<file path="src/rtl/dec2bin.sv">
// Two-digit BCD (tens, ones strobes) to 7-bit binary converter with one-cycle valid/error pulses.
// Optional build macro DEC2BIN_TIMEOUT_EN aborts a held tens digit after TIMEOUT_CYC idle cycles.
module dec2bin #(
  parameter int unsigned TIMEOUT_CYC = 255
) (
  input  logic       clk,
  input  logic       rst_n,
  input  logic [3:0] i_digit,
  input  logic       i_tens,
  input  logic       i_ones,
  output logic [6:0] o_bin,
  output logic       o_valid,
  output logic       o_err,
  output logic       o_busy
);

  typedef enum logic {
    IDLE      = 1'b0,
    HAVE_TENS = 1'b1
  } state_t;

  state_t     state_q, state_d;
  logic [3:0] tens_q, tens_d;
  logic [6:0] bin_d;
  logic       valid_d, err_d;
  logic       digit_ok;
  logic [6:0] tens_x10;
  logic       timeout_hit;

  assign digit_ok = (i_digit <= 4'd9);
  // tens*8 + tens*2 in 7 bits: max 90, exact for every legal digit.
  assign tens_x10 = {tens_q, 3'b000} + {2'b00, tens_q, 1'b0};
  assign o_busy   = (state_q == HAVE_TENS);

`ifdef DEC2BIN_TIMEOUT_EN
  logic [7:0] cnt_q, cnt_d;
  assign timeout_hit = (cnt_q == 8'(TIMEOUT_CYC - 1));
`else
  logic unused_timeout;
  assign unused_timeout = (TIMEOUT_CYC == 0);
  assign timeout_hit    = 1'b0;
`endif

  always_comb begin
    state_d = state_q;
    tens_d  = tens_q;
    bin_d   = o_bin;
    valid_d = 1'b0;
    err_d   = 1'b0;
`ifdef DEC2BIN_TIMEOUT_EN
    cnt_d   = cnt_q;
`endif
    if ((i_tens && i_ones) || ((i_tens || i_ones) && !digit_ok)) begin
      err_d   = 1'b1;
      state_d = IDLE;
      tens_d  = 4'd0;
    end else if (i_tens) begin
      tens_d  = i_digit;
      state_d = HAVE_TENS;
`ifdef DEC2BIN_TIMEOUT_EN
      cnt_d   = 8'd0;
`endif
    end else if (i_ones) begin
      bin_d   = (state_q == HAVE_TENS) ? tens_x10 + {3'b000, i_digit} : {3'b000, i_digit};
      valid_d = 1'b1;
      state_d = IDLE;
      tens_d  = 4'd0;
    end else if (state_q == HAVE_TENS) begin
      if (timeout_hit) begin
        err_d   = 1'b1;
        state_d = IDLE;
        tens_d  = 4'd0;
      end
`ifdef DEC2BIN_TIMEOUT_EN
      cnt_d = timeout_hit ? 8'd0 : cnt_q + 8'd1;
`endif
    end
  end

  always_ff @(posedge clk or negedge rst_n) begin
    if (!rst_n) begin
      state_q <= IDLE;
      tens_q  <= 4'd0;
      o_bin   <= 7'd0;
      o_valid <= 1'b0;
      o_err   <= 1'b0;
    end else begin
      state_q <= state_d;
      tens_q  <= tens_d;
      o_bin   <= bin_d;
      o_valid <= valid_d;
      o_err   <= err_d;
    end
  end

`ifdef DEC2BIN_TIMEOUT_EN
  always_ff @(posedge clk or negedge rst_n) begin
    if (!rst_n) cnt_q <= 8'd0;
    else        cnt_q <= cnt_d;
  end
`endif

endmodule
</file>
<file path="config.mk">
export PLATFORM = sky130hd
export DESIGN_NAME = dec2bin
export DESIGN_NICKNAME = d
export VERILOG_FILES = /design/src/rtl/dec2bin.sv
export SDC_FILE = /design/constraint.sdc
export NUM_CORES = 1
export LEC_CHECK = 0
export ABC_AREA = 1
export BUFFER_PORTS_ARGS = -buffer_cell sky130_fd_sc_hd__buf_2
export CAP_MARGIN = 10
export CORE_MARGIN = 4
export CORE_UTILIZATION = 53
export CTS_BUF_LIST = sky130_fd_sc_hd__clkbuf_8
export CTS_CLUSTER_SIZE = 10
export DETAILED_ROUTE_END_ITERATION = 7
export PLACE_DENSITY = 0.85
export SYNTH_ARGS = -nofsm -noshare
export SYNTH_HDL_FRONTEND = slang
export SYNTH_SLANG_ARGS = --single-unit
</file>
<file path="constraint.sdc">
create_clock -name clk -period 1.93 [get_ports clk]
set_input_delay 0.193 -clock clk [delete_from_list [all_inputs] [get_ports clk]]
set_output_delay 0.193 -clock clk [all_outputs]
set_load 0.01 [all_outputs]
</file>
* After elaboration in Yosys (flattened, before gate mapping)
Index checks and enable logic that the tools add are counted.
** Word-level totals
- Register bits after elaboration :: 14
- Output and inout port bits :: 10
** Cells by class
- Magnitude comparators :: 1
- Add/subtract/negate cells :: 2
- Reductions and logical operators :: 7
- Multiplexer cells :: 12
- Bitwise operators :: 2
** Operator list (count)
- $mux W4 :: 3
- $mux W1 :: 8
- $add A7 B4 Y7 :: 1
- $add A7 B5 Y7 :: 1
- $mux W7 :: 1
- $le A4 B4 Y1 const B :: 1
- $reduce_and A3 Y1 :: 1
- $reduce_bool A3 Y1 :: 1
- $logic_and A1 B1 Y1 :: 2
- $logic_or A1 B1 Y1 :: 2
- $not A1 Y1 :: 2
- $logic_not A1 Y1 :: 1

* Longest topological paths before layout
- Word-level depth :: 6
- Depth in mapped cells :: 10
- Depth with buffers taken out :: 10

* Worst setup path after synthesis
No wires, ideal clock.
- Path type :: reg2reg
- From :: register tens_q[0]
- To :: register o_bin[6]
- Cell stages (with the launch flop) :: 10
- Period minus slack after synthesis :: 1.767 ns
- Setup slack :: 0.163 ns
- Setup time :: 0.117 ns
- Required time :: 1.813 ns
- Data arrival time :: 1.650 ns
- Cells stage by stage :: dfrtp_1 inv_1 fa_1 fa_1 inv_1 nand3_1 nand2_1 nand2_1 nand3_1 nand2_1
** Between the ends
- Word-level cells in the longest chain between the ends :: 3
** RTL lines
- start, declared :: line 23 : logic [3:0] tens_q, tens_d;
- start signal, assigned :: line 89 : tens_q <= tens_d;
- $add A7 B5 Y7 :: line 32 : assign tens_x10 = {tens_q, 3'b000} + {2'b00, tens_q, 1'b0};
- $add A7 B4 Y7 :: line 64 : bin_d = (state_q == HAVE_TENS) ? tens_x10 + {3'b000, i_digit} : {3'b000, i_digit};
- $mux W7 :: line 64
- end signal, assigned :: line 90 : o_bin <= bin_d;
- end, declared :: line 11 : output logic [6:0] o_bin,
Every way passes these cells.
A chain may end at the register's enable or synchronous reset.

* Final worst setup path
- From :: register tens_q[2]
- To :: register o_bin[6]
Same word-level chain as after synthesis.

==> results_dict.tcl <==
set metrics [dict create \
    io_pins 18 \
    final_area_sq_um 981 \
    synth_top_area_share_pct 43.3 \
    final_nets 135 \
    die_x_microns 47.1 \
    regArea_sq_um 350 \
    grt_usage_pct 18.3 \
    min_from "i_digit[0]" \
    maxSlewViolCount 0 \
    synthAdderAreaFrac_pct 15.8 \
    synth_ff_type "dfrtp_1" \
    synth.distinct_cells 18 \
    yosysWarnings 0 \
    crit_required_ns 2.07 \
    synthXorXnorAreaFrac_pct 0 \
    holdPathStages 3 \
    crit_type "flip-flop to flip-flop" \
    r2r-end "o_bin[6]$_DFFE_PN0P_" \
    clkSinkCount 14 \
    cp.depth 9 \
    path_cells "inv_2, fa_1, fa_2, inv_1, nand3_1, nand2_1, nand2_1, nand3_1, nand2_1" \
    synth-simple-area-share_pct 23.2 \
    powerDensity_nw_per_um2 725 \
    synthTopCellsByArea "dfrtp_1, nand2_1, ha_1, inv_1, fa_1" \
    multi_input_area_sq_um 393 \
    slowest_delay_ns 0.47 \
    path_clk_slew_ns 0.05 \
    antenna_found_initial 0 \
    synth_compound_area_share_pct 9.29 \
    max_freq_mhz 542 \
    post-route-min-period_ns 1.85 \
    yosysTopAreaCell "dfrtp_1" \
    status "finished, final reports clean" \
    ant_nets 0 \
    ys_async_sr_fraction_pct 100 \
    drt_iter0_markers 8 \
    die_area_sq_um 2210 \
    cts_buffers 3 \
    dpl-instance-area_sq_um 912 \
    crit_top_cell "nand2_1" \
    start_util_pct 59.2 \
    routed_wl_microns 1620 \
    start_kind "flip-flop" \
    drv_cap 0 \
    grt_max_degree 15 \
    synth_nets 110 \
    min_to "tens_q[0]$_DFFE_PN0P_" \
    vias 698 \
    cp_num_buf_inv 2 \
    min_path_type "input pin to flip-flop" \
    fillerInstances 114 \
    synth_most_common_cell "nand2_1" \
    r2r-start "tens_q[2]$_DFFE_PN0P_" \
    whs_ns 0.226 \
    gr-total-overflow 0 \
    rrSetupSlack_ns 0.08 \
    drt-pass1-iter-count 4 \
    wire_per_inst_microns 12.4 \
    synthMuxAreaShare_pct 0 \
    syn_area_sq_um 808 \
    irDropWorstVdd_v 0.000583 \
    syn_inst 93 \
    std_cell_rows 13 \
    coreArea_sq_um 1370 \
    synth_top_family_by_area "simple AND/OR/NAND/NOR gates" \
    place_congestion 0.855 \
    die-height_microns 47.1 \
    synth-seq-cells 14 \
    critPathTopFamily "adder cells" \
    cp_slowest_cell "fa_1" \
    grt_pass1_vias 636 \
    relSlewSlack_pct 79.3 \
    vias_per_cell 5.33 \
    area_growth_pct 21.4 \
    final_layout_size_suffix_gt1_share_pct 28.4 \
    setup_violations 0 \
    finalHoldViolCount 0 \
    cts_tree "done" \
    ctsLongestPathBuffers 2 \
    avgSynthCellArea_sq_um 8.69 \
    synth_common_cells "nand2_1, inv_1, dfrtp_1" \
    reg2reg_depth 9 \
    io_buffers 17 \
    route.detailed.drc 0 \
    crit_arrival_ns 1.98 \
    diodes 0 \
    synth_enable_flop_cells 0 \
    tns_ns 0 \
    rsz0062_at_grt "no" \
    cts-root-buf "clkbuf_8" \
    clock_skew_ns 0.00192 \
    insertion_delay_ns 0.24 \
    post-route-period-util_pct 95.6 \
    htree_levels 1 \
    grt_pass1_wl_microns 2630 \
    crit_path_max_fanout 3 \
    seq_area_frac_synth_pct 43.3 \
    crit_path_end_kind "flip-flop" \
    worstMarginPinSlew_ns 0.310 \
    hpwl_microns 1310 \
    power_leakage_uw 0.000568 \
]
==> tightest hold or removal path, delay by kind of cell <==
family / cells / cell delay [ns]
compound gates: 1 / 0.07
buf+inv: 2 / 0.15
==> metrics by stage <==
stage          total power, uW  util (%)  instances  setup slack (ns)
2_1_floorplan              422         -         93             0.163
3_3_place_gp               474      66.8        125             0.101
3_5_place_dp               481      66.8        125            0.0399
4_1_cts                    718      70.5        129            0.0291
5_1_grt                    754      71.8        131           0.00589
6_report                   711      71.8        131            0.0844
==> cells in the final DEF, fill, tap and decap left out, drive strengths merged <==
master / netlist / final
or2: 1 / 1
o22ai: 3 / 3
a21oi: 2 / 2
buf: 0 / 19
dfrtp: 14 / 14
dlygate4sd3: 0 / 1
nand4: 1 / 1
nand3: 8 / 8
ha: 7 / 7
fa: 2 / 2
inv: 18 / 18
nand2: 27 / 27
o21ai: 7 / 7
clkbuf: 0 / 3
nor2: 3 / 3
==> repair_timing <==
action                                  in CTS  in global routing
endpoints found under the setup margin       0                  2
setup buffers                                0                  2
hold buffers                                 1                  0
endpoints found under the hold margin       14                  0
resized for setup                            0                  4
==> sequential cells by signal, summed over array words and instances, names as in the netlist <==
signal,cells
tens_q,4
o_bin,7
o_busy,1
o_valid,1
o_err,1
==> cell families after synthesis <==
family                   count (synthesis)
flip-flops                              14
AND/OR/NAND/NOR                         40
adder cells (fa/ha/maj)                  9
AO/OA/AOI/OAI                           12
buffers and inverters                   18
==> area by class of cell <==
type	instances	share of cell area (%)
repair buffers	20	11.2
flip-flops and latches	14	35.7
well taps	15	1.91
multi-input cells	61	40.1
clock buffers	3	4.21
inverters	18	6.89
==> routing by layer <==
metal	share of wire (%)	track usage, %	vias up
met5	0	0	-
li1	-	-	346
met3	6.7	6.90	4
met1	40	19.4	326
met4	2.0	9.94	0
met2	51	31.2	22
==> worst max-delay path by stage <==
| stage | from | slack (ns) | endpoint |
|---|---|---|---|
| 2_1_floorplan | tens_q[0]$_DFFE_PN0P_ | 0.16 | o_bin[6]$_DFFE_PN0P_ |
| 3_3_place_gp | i_digit[3] | 0.10 | o_bin[6]$_DFFE_PN0P_ |
| 3_5_place_dp | i_digit[3] | 0.04 | o_bin[6]$_DFFE_PN0P_ |
| 4_1_cts | tens_q[0]$_DFFE_PN0P_ | 0.03 | o_bin[6]$_DFFE_PN0P_ |
| 5_1_grt | tens_q[2]$_DFFE_PN0P_ | 0.006 | o_bin[5]$_DFFE_PN0P_ |
| 6_report | tens_q[2]$_DFFE_PN0P_ | 0.08 | o_bin[6]$_DFFE_PN0P_ |
==> where the power goes <==
| group | leakage (uW) | switching (uW) | total (uW) | internal (uW) |
|---|---|---|---|---|
| clock network | 0.0000216 | 92.6 | 230 | 138 |
| registers | 0.000184 | 13.9 | 335 | 321 |
| logic | 0.000362 | 86.6 | 146 | 59.4 |
| total | 0.000568 | 193 | 711 | 518 |
Power figures use the tool's default switching activity.
